### config.mk
export PLATFORM = sky130hd
export DESIGN_NAME = axil_crypto_slave
export DESIGN_NICKNAME = d
export VERILOG_FILES = /design/src/rtl/axil_slave_pkg.sv /design/src/rtl/axil_wr_chan.sv /design/src/rtl/axil_crypto_slave.sv
export SDC_FILE = /design/constraint.sdc
export NUM_CORES = 1
export LEC_CHECK = 0
export CAP_MARGIN = 30
export CORE_MARGIN = 2
export CORE_UTILIZATION = 35
export DETAILED_ROUTE_END_ITERATION = 10
export HOLD_SLACK_MARGIN = 0.15
export PLACE_DENSITY = 0.82
export SLEW_MARGIN = 10
export SYNTH_ARGS = -nofsm -noshare
export SYNTH_HDL_FRONTEND = slang
export SYNTH_SLANG_ARGS = --single-unit
### constraint.sdc
create_clock -name clk_i -period 3.6 [get_ports clk_i]
set_clock_uncertainty 0.1 [all_clocks]
set_input_delay 0.72 -clock clk_i [delete_from_list [all_inputs] [get_ports clk_i]]
set_output_delay 0.72 -clock clk_i [all_outputs]
set_load 0.02 [all_outputs]
### src/rtl/axil_slave_pkg.sv
// Shared definitions for the AXI4-Lite crypto responder: response codes, register
// indices, channel state encodings and access-legality helpers.
package axil_slave_pkg;

  localparam logic [1:0] RESP_OKAY   = 2'b00;
  localparam logic [1:0] RESP_SLVERR = 2'b10;

  localparam int unsigned IDX_NONCE  = 0;
  localparam int unsigned IDX_AD     = 1;
  localparam int unsigned IDX_PT     = 2;
  localparam int unsigned IDX_CT     = 3;
  localparam int unsigned IDX_STATUS = 4;
  localparam int unsigned IDX_KEY    = 5;

  typedef enum logic [2:0] {
    W_IDLE,
    W_ADDR_WAIT,
    W_DATA_WAIT,
    W_CORE,
    W_RESP
  } wr_state_e;

  typedef enum logic [1:0] {
    R_IDLE,
    R_CORE,
    R_RESP
  } rd_state_e;

  function automatic logic wr_legal(input int unsigned idx);
    return (idx == IDX_NONCE) || (idx == IDX_AD) || (idx == IDX_PT) || (idx == IDX_KEY);
  endfunction

  function automatic logic rd_legal(input int unsigned idx);
    return (idx == IDX_CT) || (idx == IDX_STATUS);
  endfunction

endpackage

### src/rtl/axil_wr_chan.sv
// AXI4-Lite write channel: AW/W capture, core write request with ack timeout, B response.
// Define AXIL_PROT_CHECK_EN to reject unprivileged KEY writes with SLVERR.
//   state       | meaning
//   W_IDLE      | both AW and W may be accepted
//   W_ADDR_WAIT | W captured, waiting for AW
//   W_DATA_WAIT | AW captured, waiting for W
//   W_CORE      | wr_valid_o held until wr_ready_i or timeout
//   W_RESP      | bvalid_o held until bready_i
module axil_wr_chan
  import axil_slave_pkg::*;
#(
  parameter int DATA_W      = 32,
  parameter int ADDR_W      = 32,
  parameter int ADDR_LSB    = 0,
  parameter int IDX_W       = 3,
  parameter int ACK_TIMEOUT = 256
) (
  input  logic                clk_i,
  input  logic                rst_i,
  input  logic                awvalid_i,
  output logic                awready_o,
  input  logic [ADDR_W-1:0]   awaddr_i,
  input  logic [2:0]          awprot_i,
  input  logic                wvalid_i,
  output logic                wready_o,
  input  logic [DATA_W-1:0]   wdata_i,
  input  logic [DATA_W/8-1:0] be_i,
  output logic                bvalid_o,
  input  logic                bready_i,
  output logic [1:0]          bresp_o,
  output logic                wr_valid_o,
  output logic [IDX_W-1:0]    wr_sel_o,
  output logic [DATA_W-1:0]   wr_data_o,
  output logic [DATA_W/8-1:0] wr_be_o,
  input  logic                wr_ready_i
);

  localparam int STRB_W = DATA_W / 8;
  localparam int CNT_W  = (ACK_TIMEOUT > 1) ? $clog2(ACK_TIMEOUT) : 1;
  localparam int TC     = (ACK_TIMEOUT > 0) ? ACK_TIMEOUT - 1 : 0;
  localparam logic [CNT_W-1:0] CNT_TC = CNT_W'(TC);

  wr_state_e          state_q, state_d;
  logic               awready_q, awready_d;
  logic               wready_q, wready_d;
  logic [IDX_W-1:0]   sel_q, sel_d;
  logic               prot_q, prot_d;
  logic [DATA_W-1:0]  data_q, data_d;
  logic [STRB_W-1:0]  be_q, be_d;
  logic [1:0]         bresp_q, bresp_d;
  logic [CNT_W-1:0]   cnt_q, cnt_d;

  logic               aw_hs, w_hs, have_aw, have_w, timeout;
  logic [IDX_W-1:0]   aw_idx, eff_idx;
  logic               eff_prot, eff_legal;
  logic               unused_w;

  assign aw_hs    = awvalid_i & awready_q;
  assign w_hs     = wvalid_i & wready_q;
  assign have_aw  = aw_hs | (state_q == W_DATA_WAIT);
  assign have_w   = w_hs | (state_q == W_ADDR_WAIT);
  assign aw_idx   = awaddr_i[ADDR_LSB +: IDX_W];
  // The final decision uses whichever half of the address phase is arriving now.
  assign eff_idx  = aw_hs ? aw_idx : sel_q;
  assign eff_prot = aw_hs ? awprot_i[0] : prot_q;
  assign timeout  = (ACK_TIMEOUT != 0) && (cnt_q == CNT_TC);

`ifdef AXIL_PROT_CHECK_EN
  assign eff_legal = wr_legal(32'(eff_idx)) && !((32'(eff_idx) == IDX_KEY) && !eff_prot);
  assign unused_w  = ^{awaddr_i, awprot_i[2:1]};
`else
  assign eff_legal = wr_legal(32'(eff_idx));
  assign unused_w  = ^{awaddr_i, awprot_i, eff_prot};
`endif

  always_ff @(posedge clk_i or posedge rst_i) begin
    if (rst_i) begin
      state_q   <= W_IDLE;
      awready_q <= 1'b0;
      wready_q  <= 1'b0;
      sel_q     <= '0;
      prot_q    <= 1'b0;
      data_q    <= '0;
      be_q      <= '0;
      bresp_q   <= RESP_OKAY;
      cnt_q     <= '0;
    end else begin
      state_q   <= state_d;
      awready_q <= awready_d;
      wready_q  <= wready_d;
      sel_q     <= sel_d;
      prot_q    <= prot_d;
      data_q    <= data_d;
      be_q      <= be_d;
      bresp_q   <= bresp_d;
      cnt_q     <= cnt_d;
    end
  end

  always_comb begin
    state_d = state_q;
    sel_d   = sel_q;
    prot_d  = prot_q;
    data_d  = data_q;
    be_d    = be_q;
    bresp_d = bresp_q;
    cnt_d   = cnt_q;

    if (aw_hs) begin
      sel_d  = aw_idx;
      prot_d = awprot_i[0];
    end
    if (w_hs) begin
      data_d = wdata_i;
      be_d   = be_i;
    end

    case (state_q)
      W_IDLE, W_ADDR_WAIT, W_DATA_WAIT: begin
        if (have_aw && have_w) begin
          if (eff_legal) begin
            state_d = W_CORE;
            cnt_d   = '0;
          end else begin
            state_d = W_RESP;
            bresp_d = RESP_SLVERR;
          end
        end else if (have_aw) begin
          state_d = W_DATA_WAIT;
        end else if (have_w) begin
          state_d = W_ADDR_WAIT;
        end
      end
      W_CORE: begin
        if (wr_ready_i) begin
          state_d = W_RESP;
          bresp_d = RESP_OKAY;
        end else if (timeout) begin
          state_d = W_RESP;
          bresp_d = RESP_SLVERR;
        end else begin
          cnt_d = cnt_q + 1'b1;
        end
      end
      W_RESP: begin
        if (bready_i) state_d = W_IDLE;
      end
      default: state_d = W_IDLE;
    endcase

    // Readies are registered from the next state so a finishing B never overlaps a new AW.
    awready_d = (state_d == W_IDLE) || (state_d == W_ADDR_WAIT);
    wready_d  = (state_d == W_IDLE) || (state_d == W_DATA_WAIT);
  end

  assign awready_o  = awready_q;
  assign wready_o   = wready_q;
  assign bvalid_o   = (state_q == W_RESP);
  assign bresp_o    = bresp_q;
  assign wr_valid_o = (state_q == W_CORE);
  assign wr_sel_o   = sel_q;
  assign wr_data_o  = data_q;
  assign wr_be_o    = be_q;

endmodule

### src/rtl/axil_crypto_slave.sv
// AXI4-Lite responder in front of a crypto core; write channel in axil_wr_chan, read FSM here.
// Define AXIL_PROT_CHECK_EN to reject unprivileged KEY writes with SLVERR.
//   state  | meaning
//   R_IDLE | arready_o high, waiting for AR
//   R_CORE | rd_req_o held until rd_ack_i or timeout
//   R_RESP | rvalid_o held until rready_i
module axil_crypto_slave
  import axil_slave_pkg::*;
#(
  parameter int DATA_W      = 32,
  parameter int ADDR_W      = 32,
  parameter int ADDR_LSB    = 0,
  parameter int IDX_W       = 3,
  parameter int ACK_TIMEOUT = 256
) (
  input  logic                clk_i,
  input  logic                rst_i,
  input  logic                awvalid_i,
  output logic                awready_o,
  input  logic [ADDR_W-1:0]   awaddr_i,
  input  logic [2:0]          awprot_i,
  input  logic                wvalid_i,
  output logic                wready_o,
  input  logic [DATA_W-1:0]   wdata_i,
  input  logic [DATA_W/8-1:0] be_i,
  output logic                bvalid_o,
  input  logic                bready_i,
  output logic [1:0]          bresp_o,
  input  logic                arvalid_i,
  output logic                arready_o,
  input  logic [ADDR_W-1:0]   araddr_i,
  input  logic [2:0]          arprot_i,
  output logic                rvalid_o,
  input  logic                rready_i,
  output logic [DATA_W-1:0]   rdata_o,
  output logic [1:0]          rresp_o,
  output logic                wr_valid_o,
  output logic [IDX_W-1:0]    wr_sel_o,
  output logic [DATA_W-1:0]   wr_data_o,
  output logic [DATA_W/8-1:0] wr_be_o,
  input  logic                wr_ready_i,
  output logic                rd_req_o,
  output logic [IDX_W-1:0]    rd_sel_o,
  input  logic                rd_ack_i,
  input  logic [DATA_W-1:0]   rd_data_i
);

  localparam int CNT_W = (ACK_TIMEOUT > 1) ? $clog2(ACK_TIMEOUT) : 1;
  localparam int TC    = (ACK_TIMEOUT > 0) ? ACK_TIMEOUT - 1 : 0;
  localparam logic [CNT_W-1:0] CNT_TC = CNT_W'(TC);

  axil_wr_chan #(
    .DATA_W      (DATA_W),
    .ADDR_W      (ADDR_W),
    .ADDR_LSB    (ADDR_LSB),
    .IDX_W       (IDX_W),
    .ACK_TIMEOUT (ACK_TIMEOUT)
  ) u_wr_chan (
    .clk_i      (clk_i),
    .rst_i      (rst_i),
    .awvalid_i  (awvalid_i),
    .awready_o  (awready_o),
    .awaddr_i   (awaddr_i),
    .awprot_i   (awprot_i),
    .wvalid_i   (wvalid_i),
    .wready_o   (wready_o),
    .wdata_i    (wdata_i),
    .be_i       (be_i),
    .bvalid_o   (bvalid_o),
    .bready_i   (bready_i),
    .bresp_o    (bresp_o),
    .wr_valid_o (wr_valid_o),
    .wr_sel_o   (wr_sel_o),
    .wr_data_o  (wr_data_o),
    .wr_be_o    (wr_be_o),
    .wr_ready_i (wr_ready_i)
  );

  rd_state_e         state_q, state_d;
  logic              arready_q, arready_d;
  logic [IDX_W-1:0]  sel_q, sel_d;
  logic [DATA_W-1:0] rdata_q, rdata_d;
  logic [1:0]        rresp_q, rresp_d;
  logic [CNT_W-1:0]  cnt_q, cnt_d;

  logic              ar_hs, timeout;
  logic [IDX_W-1:0]  ar_idx;
  logic              unused_r;

  assign ar_hs    = arvalid_i & arready_q;
  assign ar_idx   = araddr_i[ADDR_LSB +: IDX_W];
  assign timeout  = (ACK_TIMEOUT != 0) && (cnt_q == CNT_TC);
  assign unused_r = ^{araddr_i, arprot_i};

  always_ff @(posedge clk_i or posedge rst_i) begin
    if (rst_i) begin
      state_q   <= R_IDLE;
      arready_q <= 1'b0;
      sel_q     <= '0;
      rdata_q   <= '0;
      rresp_q   <= RESP_OKAY;
      cnt_q     <= '0;
    end else begin
      state_q   <= state_d;
      arready_q <= arready_d;
      sel_q     <= sel_d;
      rdata_q   <= rdata_d;
      rresp_q   <= rresp_d;
      cnt_q     <= cnt_d;
    end
  end

  always_comb begin
    state_d = state_q;
    sel_d   = sel_q;
    rdata_d = rdata_q;
    rresp_d = rresp_q;
    cnt_d   = cnt_q;

    case (state_q)
      R_IDLE: begin
        if (ar_hs) begin
          sel_d = ar_idx;
          if (rd_legal(32'(ar_idx))) begin
            state_d = R_CORE;
            cnt_d   = '0;
          end else begin
            state_d = R_RESP;
            rdata_d = '0;
            rresp_d = RESP_SLVERR;
          end
        end
      end
      R_CORE: begin
        if (rd_ack_i) begin
          state_d = R_RESP;
          rdata_d = rd_data_i;
          rresp_d = RESP_OKAY;
        end else if (timeout) begin
          state_d = R_RESP;
          rdata_d = '0;
          rresp_d = RESP_SLVERR;
        end else begin
          cnt_d = cnt_q + 1'b1;
        end
      end
      R_RESP: begin
        if (rready_i) state_d = R_IDLE;
      end
      default: state_d = R_IDLE;
    endcase

    arready_d = (state_d == R_IDLE);
  end

  assign arready_o = arready_q;
  assign rd_req_o  = (state_q == R_CORE);
  assign rd_sel_o  = sel_q;
  assign rvalid_o  = (state_q == R_RESP);
  assign rdata_o   = rdata_q;
  assign rresp_o   = rresp_q;

endmodule

# Word-level counts from Yosys, hierarchy flattened
# Index checks and enable logic that the tools add are counted.
word_totals:
  reg_bits: 102
  output_inout_bits: 85
  wordCells: 108
classes:
  addsub: 2
  eq_ne: 27
  muxes: 40
  bitwise_logic: 5
  reduce_logical: 20
op_table:
  columns: ["operator", "count"]
  rows:
  - ["$mux W32", 4]
  - ["$mux W8", 8]
  - ["$pmux W32 S2", 1]
  - ["$pmux W8 S2", 2]
  - ["$mux W2", 13]
  - ["$mux W3", 8]
  - ["$add A8 B1 Y8 const B", 2]
  - ["$eq A8 B8 Y1 const B", 2]
  - ["$ne A2 B2 Y1 const B", 8]
  - ["$eq A3 B2 Y1 const B", 5]
  - ["$reduce_and A5 Y1", 2]
  - ["$eq A3 B1 Y1 const B", 3]
  - ["$eq A3 B3 Y1 const B", 3]
  - ["$logic_not A3 Y1", 3]
  - ["$pmux W3 S3", 1]
  - ["$pmux W2 S2", 2]
  - ["$reduce_and A4 Y1", 2]
  - ["$logic_or A1 B1 Y1", 6]
  - ["$ne A3 B1 Y1 const B", 2]
  - ["$pmux W2 S3", 1]
  - ["$logic_not A2 Y1", 2]
  - ["$ne A2 B1 Y1 const B", 2]
  - ["$reduce_bool A2 Y1", 2]
  - ["$and A1 B1 Y1", 3]
  - ["6 further kinds", 7]

# Logic depth before layout (Yosys ltp)
depth:
  depth_word: 11
  depth_mapped: 6
  mapped_depth_nobuf: 5

# Hierarchy
# Synthesis repeated with hierarchy kept, for this count alone.
hier_totals:
  cells_unflattened: 322
  hier_area_um2: 4284.1
modules_own_cells:
  columns: ["module", "instances", "cells_each", "area_each_um2", "seq_area_each_um2"]
  rows:
  - ["axil_wr_chan", 1, 177, 2323.5, 1326.3]
  - ["axil_crypto_slave", 1, 145, 1960.6, 1176.1]

# Least setup slack after synthesis
# No wires, ideal clock.
synth_timing:
  path_type: "input port to flip-flop"
  from: "in awaddr_i[0]"
  to: "reg u_wr_chan.cnt_q[2]"
  setup_time_ps: 139
  arrival_ps: 1686
  path_slack_ps: 1675
  stages: 4
  n_path_buf: 0
  cell_sequence: "mux2i_1 mux2i_1 nor4_4 o21ai_0"
synth_via:
  elab_chain_cells: 7
  elab_cells_between_ends: 10
  cone_classes: "eq/ne (4); mux (1); reduce/logical (5)"
synth_rtl:
  columns: ["item", "line_no", "text"]
  rows:
  - ["start: declaration", "axil_crypto_slave.sv:20", "input logic [ADDR_W-1:0] awaddr_i,"]
  - ["$mux W3 (*)", "axil_wr_chan.sv:64", "assign eff_idx = aw_hs ? aw_idx : sel_q;"]
  - ["$eq A3 B1 Y1 / $logic_not A3 Y1 (equally long branches)", "axil_slave_pkg.sv:30", "return (idx == IDX_NONCE) || (idx == IDX_AD) || (idx == IDX_PT) || (idx == IDX_KEY);"]
  - ["$logic_or A1 B1 Y1 (2 in a row)", "axil_slave_pkg.sv:30", null]
  - ["$logic_or A1 B1 Y1 (*)", "axil_slave_pkg.sv:30", null]
  - ["$ne A2 B1 Y1 (no source line) (*)", null, null]
  - ["$reduce_and A5 Y1 (no source line) (*)", null, null]
  - ["end signal: assignment", "axil_wr_chan.sv:96", "cnt_q <= cnt_d;"]
  - ["end: declaration", "axil_wr_chan.sv:51", "logic [CNT_W-1:0] cnt_q, cnt_d;"]
# Mark *: on every way between the ends. The rest lies on a longest branch, timed or not.
# A chain may end at the register's enable or synchronous reset.

# Worst setup path in the final report
layout_timing:
  from: "reg u_wr_chan.state_q[1]"
  to: "out wr_valid_o"
layout_via:
  elab_chain_cells: 1
layout_rtl:
  columns: ["item", "line_no", "text"]
  rows:
  - ["start: declaration", "axil_wr_chan.sv:43", "wr_state_e state_q, state_d;"]
  - ["start signal: assignment", "axil_wr_chan.sv:88", "state_q <= state_d;"]
  - ["$eq A3 B2 Y1", "axil_wr_chan.sv:160", "assign wr_valid_o = (state_q == W_CORE);"]
  - ["end: declaration", "axil_crypto_slave.sv:37", "output logic wr_valid_o,"]
# Every way passes these cells.

==> flow_summary.yaml <==
synthesis:
  synth_commonest_cells: "dfrtp_1 (100), mux2_2 (42), a22o_1 (32)"
  synth.cell_area_sq_um: 4208
  ys_types: 49
  synth_area_per_cell_sq_um: 13.15
  yosys_warnings: 0
  yosysTopAreaCell: "dfrtp_1"
  syn-instance-count: 320
  yosysSeqAreaShare_pct: 59.47
  netlist.area_leader.share_pct: 59.47
  synth_seq_cells: 100
  synth_enable_flop_cells: 0
  ys.flop_type: "dfrtp_1"
  synth.area.top_cells: "dfrtp_1 (59%), mux2_2 (11%), a22o_1 (6.7%)"
  synth.most_common_cell: "dfrtp_1"
  async_reset_ff_share_pct: 100.0
global_route:
  grt_max_degree: 51
  grt_use_met1_pct: 20.28
  first_global_vias: 3334
  grt.overflow.total: 0
  top_usage_layer: "met2"
  use_met2_pct: 26.43
  grtUsageMet3_pct: 3.507
  track_usage_pct: 15.82
  antenna_found_initial: 0
  grt_pass1_wl_um: 16360
die:
  die_area_sq_um: 12920
  coreArea_sq_um: 11860
  num_rows: 40
  die_w_um: 113.6
  ioPinCount: 232
  fp.dieH_um: 113.6
  start_util_pct: 35.47
sta:
  slew_headroom_pct: 41.57
  tns_ns: 0
  tightest_slew_ns: 0.8706
  setup_viol: 0
  grt_setup_unrepaired: "no"
  fin_crit_sh_pct: 73.44
  fin_ws_ns: 0.9561
  finalMaxSlewViolations: 0
  fmax_mhz: 378.2
  final-hold-violation-count: 0
  min_period_ns: 2.644
clock_tree:
  clockBufferDepth: 2
  cts_setup_buffers: 0
  cts_tree: "done"
  cts_hold_buffers: 0
  cts_made_buffers: 9
  clock_latency_ns: 0.34
  clkTransAtPathRegs_ns: 0.07
  clockRootBuffer: "clkbuf_16"
  cts.repair.resized: 0
  htreeDepth: 3
  cts.sinks: 100
final_layout:
  regArea_sq_um: 2502
  multi_input_area_sq_um: 1579
  drive_gt1_share_pct: 14.40
  stdcell_area_sq_um: 6314
  fill_cells: 1013
  nNetsFinal: 638
  diodes: 0
  syn_to_final_growth_pct: 50.04
setup_path:
  rr_endpoint: "u_wr_chan.bresp_o[1]$_DFFE_PP0P_"
  cp-start-kind: "register"
  crit_family: "buffers and inverters"
  cpPeakStageDelay_ns: 0.66
  path_max_fanout: 6
  rr_startpoint: "u_wr_chan.cnt_q[0]$_DFFE_PP0P_"
  path_cells: "nand2_1 -> nor2_1 -> clkdlybuf4s50_1"
  critical_path_arrival_ns: 1.82
  r2r_setup_slack_ns: 1.45
  end_kind: "primary output"
  critPathKind: "register to primary output"
  worstRegToRegCells: 5
  cp.required_ns: 2.78
  path_buf_inv: 1
  cp_slowest_cell: "clkdlybuf4s50_1"
routing:
  via_count: 3205
  first_pass_iters: 4
  drtIter0Drc: 153
  wl_um: 10110
  wl_per_cell_um: 15.80
  avgViaCountPerCell: 5.008
  antenna_left: 0
  drc: 0
worst_hold_path:
  hp-class: "register to register"
  min_from: "rdata_o[6]$_DFFE_PP0P_"
  hold_end: "rdata_o[6]$_DFFE_PP0P_"
  min_path_cells: 1
power:
  vdd_ir_drop_max_mv: 0.3565
  power.density_nw_per_um2: 795.9
  p_leak_nw: 2.681
outcome:
  status: "completed"
placement:
  dpl_worst_slack_ns: 0.8815
  port_buffers: 165
  placed_cell_area_sq_um: 6011
  dp_hpwl_um: 7603
  gp_congestion: 0.8063
flow_run:
  cap_violations: 0
## placed cells by master (no fill, tap or decap), types with 9 or more instances in the layout
cell               n
a21oi_1           11
clkdlybuf4s50_1  165
nor2_1            10
nand2_1           18
a22o_1            32
o21ai_0           13
clkbuf_16          9
dfrtp_1          100
mux2_2            42
inv_1             10
## metrics by stage
stage          power (mW)  util (%)  instances  hold slack (ns)
2_1_floorplan       3.018         -        321           0.4057
3_3_place_gp        4.019     50.68        625           0.3827
3_5_place_dp        4.097     50.68        625           0.3847
4_1_cts             5.081     53.23        640           0.4061
5_1_grt             5.309     53.23        640           0.4199
6_report            5.025     53.23        640           0.4008
## power breakdown
part	switching (mW)	internal, mW	total (mW)	leakage (nW)
Clock	0.397	0.574	0.971	0.145
Combinational	1.08	1.17	2.25	1.27
Sequential	0.262	1.54	1.80	1.27
## worst reg2reg max path, cell delays in order (launching register included)
cell and delay (ns):
dfrtp_1 0.44, ha_1 0.25, nand4_1 0.14, o21ai_1 0.71
o211ai_1 0.25, a22oi_1 0.19
## sequential cells by signal, indices dropped and copies added, names as in the netlist
register / count
u_wr_chan.cnt_q: 8
state_q: 2
arready_o: 1
u_wr_chan.bresp_o: 1
u_wr_chan.wr_data_o: 32
rdata_o: 32
u_wr_chan.wr_sel_o: 3
rresp_o: 1
cnt_q: 8
u_wr_chan.wready_o: 1
u_wr_chan.state_q: 3
u_wr_chan.awready_o: 1
rd_sel_o: 3
u_wr_chan.wr_be_o: 4
## routing by layer
layer  share of wire [%]  wire [um]
met3                 5.4        541
met2                  50       5083
met1                  43       4305
met4                 1.8        178
met5                   0          0
## how the worst max path moves through the flow
stage	from	to	slack, ns	depth (start not counted)
after detailed placement	araddr_i[2]	rdata_o[18]$_DFFE_PP0P_	0.88	6
after CTS	u_wr_chan.state_q[1]$_DFF_PP0_	wr_valid_o	0.92	3
after global routing	u_wr_chan.state_q[1]$_DFF_PP0_	wr_valid_o	0.83	3
final	u_wr_chan.state_q[1]$_DFF_PP0_	wr_valid_o	0.96	3
after floorplan	rst_i	arready_o$_DFF_PP0_	0.16	1
after global placement	araddr_i[2]	rdata_o[15]$_DFFE_PP0P_	0.93	6
## final cells by class
| class | instances | area share, % |
|---|---|---|
| flip-flops and latches | 100 | 39.64 |
| repair buffers | 170 | 26.95 |
| multi-input cells | 197 | 25.01 |
| clock buffers | 12 | 4.063 |
| well taps | 147 | 2.913 |
| clock inverters | 3 | 0.7333 |
| inverters | 11 | 0.6936 |
## cell families (layout without fill, tap and decap cells)
family | after synthesis | in the layout | share of synthesized area, %
adder cells (fa/ha/maj) | 2 | 2 | 0.5946
buffers and inverters | 24 | 196 | 3.092
XOR/XNOR | 3 | 3 | 0.6246
flip-flops | 100 | 100 | 59.47
other | 1 | 2 | 0.08912
AND/OR/NAND/NOR | 68 | 68 | 10.23
AO/OA/AOI/OAI | 76 | 76 | 13.71
multiplexers | 46 | 46 | 12.19
No activity file was read; power rests on OpenSTA's default activity.
